<file path="config.mk">
export PLATFORM = sky130hd
export DESIGN_NAME = ext_bus_bridge
export DESIGN_NICKNAME = d
export VERILOG_FILES = /design/src/rtl/ext_bus_pkg.sv /design/src/rtl/ext_bus_lane_seq.sv /design/src/rtl/ext_bus_bridge.sv
export SDC_FILE = /design/constraint.sdc
export NUM_CORES = 1
export LEC_CHECK = 0
export BUFFER_PORTS_ARGS = -buffer_cell sky130_fd_sc_hd__buf_2
export CORE_AREA = 5 5 118 64
export DETAILED_ROUTE_END_ITERATION = 16
export DIE_AREA = 0 0 123 69
export GPL_TIMING_DRIVEN = 0
export PLACE_DENSITY = 0.75
export SLEW_MARGIN = 30
export SYNTH_ARGS = -nofsm -noshare
export SYNTH_HDL_FRONTEND = slang
export SYNTH_SLANG_ARGS = --single-unit
</file>
<file path="constraint.sdc">
create_clock -name clk -period 2.5 [get_ports clk]
set_clock_uncertainty 0.2 [all_clocks]
set_input_delay 0.5 -clock clk [delete_from_list [all_inputs] [get_ports clk]]
set_output_delay 0.5 -clock clk [all_outputs]
set_load 0.05 [all_outputs]
</file>
<file path="src/rtl/ext_bus_pkg.sv">
// Shared definitions for the external bus bridge: FSM state encoding,
// wait-counter width and helpers deriving lane count/index width from RV.
package ext_bus_pkg;

  typedef enum logic [2:0] {
    S_IDLE = 3'd0,
    S_AHI  = 3'd1,
    S_ALO  = 3'd2,
    S_WDAT = 3'd3,
    S_RDAT = 3'd4,
    S_DONE = 3'd5
  } state_t;

  localparam int WC_W = 3;

  function automatic int nb_of(input int rv);
    return rv / 8;
  endfunction

  function automatic int iw_of(input int rv);
    return (rv == 32) ? 2 : 1;
  endfunction

endpackage

</file>
<file path="src/rtl/ext_bus_lane_seq.sv">
// Byte-lane sequencer: lowest enabled lane, next enabled lane above the
// current one on a step, and a flag when no enabled lane remains above.
module ext_bus_lane_seq #(
  parameter int NB = 2,
  parameter int IW = 1
) (
  input  logic [NB-1:0] i_mask,
  input  logic [IW-1:0] i_lane,
  input  logic          i_step,
  output logic [IW-1:0] o_lane,
  output logic          o_last,
  output logic [IW-1:0] o_first
);

  logic [IW-1:0] w_above;
  logic          w_found;

  // Descending scan so the lowest qualifying index is the one that sticks.
  always_comb begin
    w_above = i_lane;
    w_found = 1'b0;
    o_first = '0;
    for (int i = NB - 1; i >= 0; i--) begin
      if (i_mask[i]) o_first = IW'(i);
      if (i_mask[i] && (IW'(i) > i_lane)) begin
        w_above = IW'(i);
        w_found = 1'b1;
      end
    end
  end

  assign o_lane = (i_step && w_found) ? w_above : i_lane;
  assign o_last = !w_found;

endmodule

</file>
<file path="src/rtl/ext_bus_bridge.sv">
// CPU word read / byte-masked write serialiser onto an 8-bit multiplexed bus.
// Optional EXT_BUS_READY_EN adds bus_ready to stretch the last cycle of each data lane.
module ext_bus_bridge
  import ext_bus_pkg::*;
#(
  parameter int RV          = 16,
  parameter int WAIT_CYCLES = 0,
  localparam int NB = nb_of(RV),
  localparam int IW = iw_of(RV)
) (
  input  logic          clk,
  input  logic          reset_in,
  input  logic [15:IW]  raddr,
  input  logic          rreq,
  output logic [RV-1:0] rdata,
  output logic          rdone,
  input  logic [15:IW]  waddr,
  input  logic [NB-1:0] wmask,
  input  logic [RV-1:0] wdata,
  output logic          wdone,
  output logic [7:0]    bus_out,
  input  logic [7:0]    bus_in,
`ifdef EXT_BUS_READY_EN
  input  logic          bus_ready,
`endif
  output logic          latch_hi,
  output logic          latch_lo,
  output logic          write,
  output logic [IW-1:0] ind
);

  state_t            r_state, w_state_d;
  logic              r_is_wr;
  logic [15:IW]      r_addr;
  logic [RV-1:0]     r_wdata, r_rbuf, r_rdata, w_rbuf_d;
  logic [NB-1:0]     r_mask, w_seq_mask;
  logic [IW-1:0]     r_lane, w_lane_d, w_lane_nxt, w_first;
  logic [WC_W-1:0]   r_wcnt, w_wcnt_d;
  logic [7:0]        r_bus, w_bus_d;
  logic              r_lhi, r_llo, r_wr, r_rdone, r_wdone;
  logic              w_lhi_d, w_llo_d, w_wr_d, w_rdone_d, w_wdone_d;
  logic [IW-1:0]     r_ind, w_ind_d;
  logic              w_cap_wr, w_cap_rd, w_last, w_ready, w_lane_end;

`ifdef EXT_BUS_READY_EN
  assign w_ready = bus_ready;
`else
  assign w_ready = 1'b1;
`endif

  assign w_lane_end = (r_wcnt == WC_W'(WAIT_CYCLES)) && w_ready;
  assign w_seq_mask = r_is_wr ? r_mask : '1;

  ext_bus_lane_seq #(.NB(NB), .IW(IW)) u_lane_seq (
    .i_mask  (w_seq_mask),
    .i_lane  (r_lane),
    .i_step  (w_lane_end),
    .o_lane  (w_lane_nxt),
    .o_last  (w_last),
    .o_first (w_first)
  );

  // Next state and next registered output values.
  always_comb begin
    w_state_d = r_state;
    w_bus_d   = '0;
    w_lhi_d   = 1'b0;
    w_llo_d   = 1'b0;
    w_wr_d    = 1'b0;
    w_ind_d   = '0;
    w_rdone_d = 1'b0;
    w_wdone_d = 1'b0;
    w_lane_d  = r_lane;
    w_wcnt_d  = r_wcnt;
    w_cap_wr  = 1'b0;
    w_cap_rd  = 1'b0;
    w_rbuf_d  = r_rbuf;
    case (r_state)
      S_IDLE: begin
        if (|wmask) begin
          w_cap_wr  = 1'b1;
          w_state_d = S_AHI;
          w_bus_d   = waddr[15:8];
          w_lhi_d   = 1'b1;
        end else if (rreq) begin
          w_cap_rd  = 1'b1;
          w_state_d = S_AHI;
          w_bus_d   = raddr[15:8];
          w_lhi_d   = 1'b1;
        end
      end
      S_AHI: begin
        w_state_d = S_ALO;
        w_bus_d   = {r_addr[7:IW], {IW{1'b0}}};
        w_llo_d   = 1'b1;
      end
      S_ALO: begin
        w_state_d = r_is_wr ? S_WDAT : S_RDAT;
        w_lane_d  = w_first;
        w_wcnt_d  = '0;
        w_ind_d   = w_first;
        w_wr_d    = r_is_wr;
        w_bus_d   = r_is_wr ? r_wdata[8*w_first +: 8] : 8'h00;
      end
      S_WDAT, S_RDAT: begin
        if (w_lane_end) begin
          w_wcnt_d = '0;
          if (!r_is_wr) w_rbuf_d[8*r_lane +: 8] = bus_in;
          if (w_last) begin
            w_state_d = S_DONE;
            w_wdone_d = r_is_wr;
            w_rdone_d = !r_is_wr;
          end else begin
            w_lane_d = w_lane_nxt;
          end
        end else if (r_wcnt != WC_W'(WAIT_CYCLES)) begin
          w_wcnt_d = r_wcnt + 1'b1;
        end
        if (w_state_d != S_DONE) begin
          w_ind_d = w_lane_d;
          w_wr_d  = r_is_wr;
          w_bus_d = r_is_wr ? r_wdata[8*w_lane_d +: 8] : 8'h00;
        end
      end
      S_DONE: begin
        w_state_d = S_IDLE;
        w_lane_d  = '0;
      end
      default: w_state_d = S_IDLE;
    endcase
  end

  always_ff @(posedge clk) begin
    if (reset_in) begin
      r_state <= S_IDLE;
      r_bus   <= '0;
      r_lhi   <= 1'b0;
      r_llo   <= 1'b0;
      r_wr    <= 1'b0;
      r_ind   <= '0;
      r_rdone <= 1'b0;
      r_wdone <= 1'b0;
      r_rdata <= '0;
      r_lane  <= '0;
      r_wcnt  <= '0;
      r_is_wr <= 1'b0;
    end else begin
      r_state <= w_state_d;
      r_bus   <= w_bus_d;
      r_lhi   <= w_lhi_d;
      r_llo   <= w_llo_d;
      r_wr    <= w_wr_d;
      r_ind   <= w_ind_d;
      r_rdone <= w_rdone_d;
      r_wdone <= w_wdone_d;
      r_lane  <= w_lane_d;
      r_wcnt  <= w_wcnt_d;
      if (w_cap_wr)      r_is_wr <= 1'b1;
      else if (w_cap_rd) r_is_wr <= 1'b0;
      if (w_rdone_d)     r_rdata <= w_rbuf_d;
    end
  end

  // Captured request fields and the read assembly buffer need no reset.
  always_ff @(posedge clk) begin
    if (w_cap_wr) begin
      r_addr  <= waddr;
      r_wdata <= wdata;
      r_mask  <= wmask;
    end else if (w_cap_rd) begin
      r_addr  <= raddr;
    end
    r_rbuf <= w_rbuf_d;
  end

  assign bus_out  = r_bus;
  assign latch_hi = r_lhi;
  assign latch_lo = r_llo;
  assign write    = r_wr;
  assign ind      = r_ind;
  assign rdone    = r_rdone;
  assign wdone    = r_wdone;
  assign rdata    = r_rdata;

endmodule

</file>
== Yosys cells after proc, flatten, opt, wreduce, memory -nomap -nowiden ==
Index checks and enable logic that the tools add are counted.

* Register bits after elaboration: 79
* Input port bits: 59
* Output and inout bits: 30
* Word-level logic and storage cells: 100

* Add/sub/neg operators: 2
* Order comparisons: 2
* Equal/unequal tests: 8
* Shift-type cells: 4
* Mux-type cells: 50
* Bitwise operators: 3
* Reduce and logical (&&, ||, !) cells: 15

{| class="wikitable"
|+ Operators by type and width
! operator !! count
|-
| $mux 16 || 3
|-
| $mux 8 || 5
|-
| $neg 4->34 || 1
|-
| $shift 8x34->16 const A || 1
|-
| $shiftx 8x34->16 || 1
|-
| $pmux 8 s4 || 1
|-
| $shiftx 16x5->8 || 2
|-
| $mux 1 || 24
|-
| $mux 3 || 8
|-
| $bwmux 16 || 1
|-
| $mux 7 || 2
|-
| $pmux 3 s4 || 1
|-
| $eq 3x2->1 const B || 2
|-
| $eq 3x3->1 const B || 2
|-
| $logic_not 3->1 || 2
|-
| $ne 3x3->1 const B || 2
|-
| $pmux 3 s2 || 1
|-
| $reduce_bool 3->1 || 2
|-
| $reduce_or 2->1 || 3
|-
| $pmux 1 s2 || 2
|-
| $reduce_bool 2->1 || 2
|-
| $reduce_or 4->1 || 1
|-
| $add 3x1->3 const B || 1
|-
| $eq 3x1->1 const B || 1
|-
| 8 further kinds || 13
|}

== Longest topological paths before layout ==
* Depth in word-level cells: 13
* Depth in mapped cells: 9
* Depth with buffers taken out: 7

== Hierarchy ==
A second synthesis with hierarchy kept.

* Cells, all modules: 301
* Area, all modules: 3425.8 um^2

{| class="wikitable"
|+ Modules (own cells, without submodules)
! module !! times used !! cells an instance !! area each (um^2) !! seq. area each (um^2)
|-
| ext_bus_bridge || 1 || 298 || 3403.3 || 1831.8
|-
| ext_bus_lane_seq || 1 || 3 || 22.5 || 0.0
|}

== Worst setup path after synthesis ==
Ideal clock, no wire load.

* Path kind: input-to-reg
* Start point: input port wmask[1]
* End point: register r_addr[1] (netlist bit), data pin
* Setup time: 0.258 ns
* Arrival: 1.730 ns
* Required time: 2.042 ns
* Path slack: 0.312 ns
* Stages: 4
* Buffers on the path: 0
* Cells stage by stage: o21ai_1 -> clkinv_1 -> nand2_1 -> nand2_1

* Longest elaborated chain between the ends: 4

{| class="wikitable"
|+ RTL lines
! item !! RTL line !! RTL
|-
| start, declared || ext_bus_bridge.sv:18 || <nowiki>input logic [NB-1:0] wmask,</nowiki>
|-
| $reduce_or 2->1 || ext_bus_bridge.sv:80 || <nowiki>if (|wmask) begin</nowiki>
|-
| $mux 1 || ext_bus_bridge.sv:80 ||
|-
| $mux 1 || ext_bus_bridge.sv:78 || <nowiki>case (r_state)</nowiki>
|-
| net w_cap_wr || ext_bus_bridge.sv:43 || <nowiki>logic w_cap_wr, w_cap_rd, w_last, w_ready, w_lane_end;</nowiki>
|-
| $mux 7 || ext_bus_bridge.sv:166 || <nowiki>if (w_cap_wr) begin</nowiki>
|-
| end signal, assigned || ext_bus_bridge.sv:167 || <nowiki>r_addr <= waddr;</nowiki>
|-
| end signal, assigned || ext_bus_bridge.sv:171 || <nowiki>r_addr <= raddr;</nowiki>
|-
| end, declared || ext_bus_bridge.sv:34 || <nowiki>logic [15:IW] r_addr;</nowiki>
|}

The timed path passes the listed nets, and every way through them passes these cells.
A chain may end at the register's enable or synchronous reset.

== Worst setup path in the final report ==
* Start point: register r_wcnt[0]
* End point: register r_rdata[13] (netlist: rdata[13])

* Longest elaborated chain between the ends: 3
* Elaborated cells on any way between the ends: 5
* Those cells by class: mux (4); reduce/logical (1)

{| class="wikitable"
|+ RTL lines
! item !! RTL line !! RTL
|-
| start, declared || ext_bus_bridge.sv:38 || <nowiki>logic [WC_W-1:0] r_wcnt, w_wcnt_d;</nowiki>
|-
| start signal, assigned || ext_bus_bridge.sv:157 || <nowiki>r_wcnt <= w_wcnt_d;</nowiki>
|-
| $logic_not 3->1 * || ext_bus_bridge.sv:51 || <nowiki>assign w_lane_end = (r_wcnt == WC_W'(WAIT_CYCLES)) && w_ready;</nowiki>
|-
| $mux 16 or $mux 1 (tied branches) || ext_bus_bridge.sv:106 || <nowiki>if (w_lane_end) begin</nowiki>
|-
| $mux 16 or $mux 1 (tied branches) || ext_bus_bridge.sv:78 ||
|-
| end signal, assigned || ext_bus_bridge.sv:160 || <nowiki>if (w_rdone_d) r_rdata <= w_rbuf_d;</nowiki>
|-
| end, declared || ext_bus_bridge.sv:35 || <nowiki>logic [RV-1:0] r_wdata, r_rbuf, r_rdata, w_rbuf_d;</nowiki>
|}

Mark *: on every way between the ends. The rest lies on a longest branch, timed or not.

==> summary.txt <==
STA
  – TNS Setup: 0 ns
  – Actual transition at the worst max-transition pin: about 0.76 ns
  – Final setup fails: 0
  – Slew HR: 48.7%
  – Final hold vios: 0
  – Peak Freq: about 440 MHz
  – RSZ-0062 raised after global routing: no
  – Period minus WS final: approximately 2.3 ns
  – Slew Limit Fails: 0
  – Fin crit share: between 90 and 100%
  – Final hold slack: ~0.14 ns
  – Fin worst setup slack: approximately 0.21 ns

Critical path
  – Worst R2R Path Depth: 9
  – WP depth: 9
  – Crit Path Category: flop to flop
  – CP arrival: between 2 and 2.5 ns
  – CP max stage delay: roughly 0.40 ns
  – Crit path launch type: flop
  – Delay-heaviest family, CP: simple AND/OR/NAND/NOR gates
  – Crit. End Element: flop
  – Worst path slowest cell: or3b_1
  – Crit path cell chain: inv_1 -> ha_1 -> nor2b_2 -> o21ai_2 -> or3b_1 -> buf_2 -> buf_6 -> nand2_1 -> a21oi_1
  – CP bufs+invs: 3
  – Critical Path RT: 2.49 ns
  – Worst-path fanout max: 10
  – FF-to-FF setup slack: 0.21 ns

Clocking
  – Root buffer cell: clkbuf_16
  – Hold buffer count at cts: 0
  – Skew-Pair Late Insertion Delay: 0.34 ns
  – H-tree depth: 3
  – Worst-path clk slew: about 0.06 ns
  – Clock Path Buffers: 2
  – TritonCTS clock tree: done
  – CTS sink cnt: 71
  – CTS buffer count: 9

Cells and area
  – Non-Filler Instances: 504
  – Diodes inserted: 0
  – Share of cells above drive strength 1: 31.6%
  – Post-route cell area: 3970 µm²
  – Nets: roughly 470
  – Layout area overhead: 28.3%
  – Fin util: ~60%

Floorplanning
  – Rows: 21
  – Full die area: approximately 8500 µm²
  – Core area: 6440 µm²
  – Ports: 89
  – Initial core utilization: 48.1%
  – Die Y: 69 µm
  – Die extent in x: 123 µm

Hold path
  – Worst hold path class: input port to flop
  – Worst Hold Depth: 1

Synth
  – Yosys cell types: 40
  – Primary FF master, synth: dfxtp_1
  – EDFF count, synth: 25
  – Synth warnings: 0
  – Synth Area per Inst: slightly above 10 µm²
  – Syn Std Cell Area: 3100 µm²
  – Syn nets: between 300 and 400
  – Ys async rst share: 0%
  – Synthesized flop and latch total: slightly above 70
  – Syn Inst Count: between 300 and 400
  – Post-synthesis sequential area ratio: a little over half

Pwr
  – Net Sw Frac: a little over a third
  – Cell Int Power: 2.85 mW
  – Maximum vdd drop: approximately 470 µV
  – P_leak: 1.70 nW
  – Switch Pwr: 1.64 mW
  – Sequential Power Share: between 30% and 40%
  – Clock network fraction of design power: a little over a quarter
  – Total power: 4.49 mW
  – Power Dens Cells: ~1100 nW/µm²
  – Combinational Power Share: 33.3%

Drt
  – 1st-iter DRT viols: about 160
  – Pre-Repair DR Iteration Count: 5
  – DRC violations left: 0
  – Via density: around 5.2
  – Total Wirelength: between 8000 and 9000 µm
  – Post-DRT Antenna Nets: 0
  – DR WL/cell: ~16 µm
  – Vias: about 2.6k

Placement
  – Routability cong.: just under 0.9
  – Placed wire-length estimate: between 5000 and 6000 µm
  – Dpl ws: -0.380 ns
  – Post-placement cell area: 3650 µm²
  – Port bufs: 88
  – Dpl cells: 486

Outcome
  – Status: completed

Global route
  – Gr ovfl total: 0
  – First-pass GRT wire length: roughly 13000 µm
  – Initial antenna violation count: 0
  – Total GRT Usage: approximately a fifth
  – Largest net degree at the start of global routing: 26
  – Vias in the first global route: 2659

Run
  – Max-cap check violation count: 0
[worst paths after layout]
path / to / start
worst min register to register: rdata[5]$_SDFFE_PP0P_ / rdata[5]$_SDFFE_PP0P_
worst max-delay path: rdata[13]$_SDFFE_PP0P_ / r_wcnt[0]$_SDFFE_PP0P_
worst min-delay path: r_wdata[8]$_DFFE_PP_ / wdata[8]
worst max register to register: rdata[13]$_SDFFE_PP0P_ / r_wcnt[0]$_SDFFE_PP0P_
[logic make-up (layout without fill, tap and decap cells)]
| group | after synthesis | count (layout) | share of synthesized area (%) |
|---|---|---|---|
| flip-flops | 71 | 71 | 54.0 |
| AO/OA/AOI/OAI | 58 | 58 | 11.7 |
| adder cells (fa/ha/maj) | 3 | 3 | 1.21 |
| buffers and inverters | 23 | 129 | 3.64 |
| AND/OR/NAND/NOR | 116 | 116 | 17.8 |
| multiplexers | 35 | 35 | 11.6 |
[power groups by stage]
stage / registers (mW) / clock network, mW / logic [mW]
6_report: 1.77 / 1.23 / 1.49
5_1_grt: 1.81 / 1.30 / 1.64
4_1_cts: 1.76 / 1.25 / 1.48
3_5_place_dp: 1.78 / 0 / 1.47
3_3_place_gp: 1.77 / 0 / 1.42
2_1_floorplan: 1.98 / 0 / 0.864
[placed cells by master, fill, tap and decap left out, types with 4 or more instances in the layout]
cell type / netlist / final
nor2_1: 17 / 17
mux2_2: 8 / 8
nand2b_1: 4 / 4
clkbuf_16: 0 / 10
o221ai_1: 7 / 7
clkbuf_1: 6 / 7
nand2_1: 67 / 67
buf_2: 6 / 94
edfxtp_1: 25 / 25
inv_1: 6 / 6
dfxtp_1: 46 / 46
a21oi_1: 22 / 22
o21a_1: 8 / 8
nor3_1: 5 / 5
o21ai_0: 10 / 10
nor2b_1: 5 / 4
mux2i_1: 27 / 27
[sequential cells by signal (all words and copies together) (netlist names)]
name and flops:
latch_lo 1, bus_out 8, r_wdata 16, r_is_wr 1, r_addr 7, r_lane 1, rdone 1, ind 1
r_state 3, wdone 1, r_mask 2, r_rbuf 8, write 1, rdata 16, latch_hi 1, r_wcnt 3
[per-layer routing]
layer	vias up	global-route usage, %	routed length, µm
met5	-	0	0
met4	0	6.50	90
met3	9	6.94	588
met2	99	29.4	3680
met1	1247	27.5	3730
li1	1284	-	-
[cells in the mapped netlist (2+ instances only)]
library cell  instances  area, µm²
mux2i_1              27        270
o22ai_1               2       12.5
nor2_1               17       63.8
nor3_1                5       25.0
edfxtp_1             25        751
nand2b_1              4       25.0
nor2_2                2       12.5
nand3b_1              3       22.5
buf_6                 2       22.5
o21a_1                8       60.1
o221ai_1              7       61.3
a211oi_1              3       22.5
nor3b_4               2       37.5
nor4b_1               2       17.5
a21oi_1              22        110
inv_1                 6       22.5
clkbuf_1              6       22.5
nand3_1               3       15.0
dfxtp_1              46        921
mux2_2                8       90.1
nand2_1              67        251
ha_1                  3       37.5
nor2b_1               5       31.3
o21ai_0              10       50.1
buf_2                 6       30.0
[cell type report]
cell class	count	area (µm²)
repair buffers	90	455
inverters	7	28.8
clock buffers	11	254
clock inverters	5	38.8
multi-input cells	212	1320
well taps	92	115
plain buffers	16	86.3
fillers	537	2470
flip-flops and latches	71	1670
[repair_timing]
action,4_1_cts,5_1_grt
cloned,0,0
setup endpoints to repair,33,33
pin swaps,0,1
resized for setup,2,2
buffers inserted,0,2
endpoints found under the hold margin,0,0
Note: power is estimated with default switching activity, not from simulation.
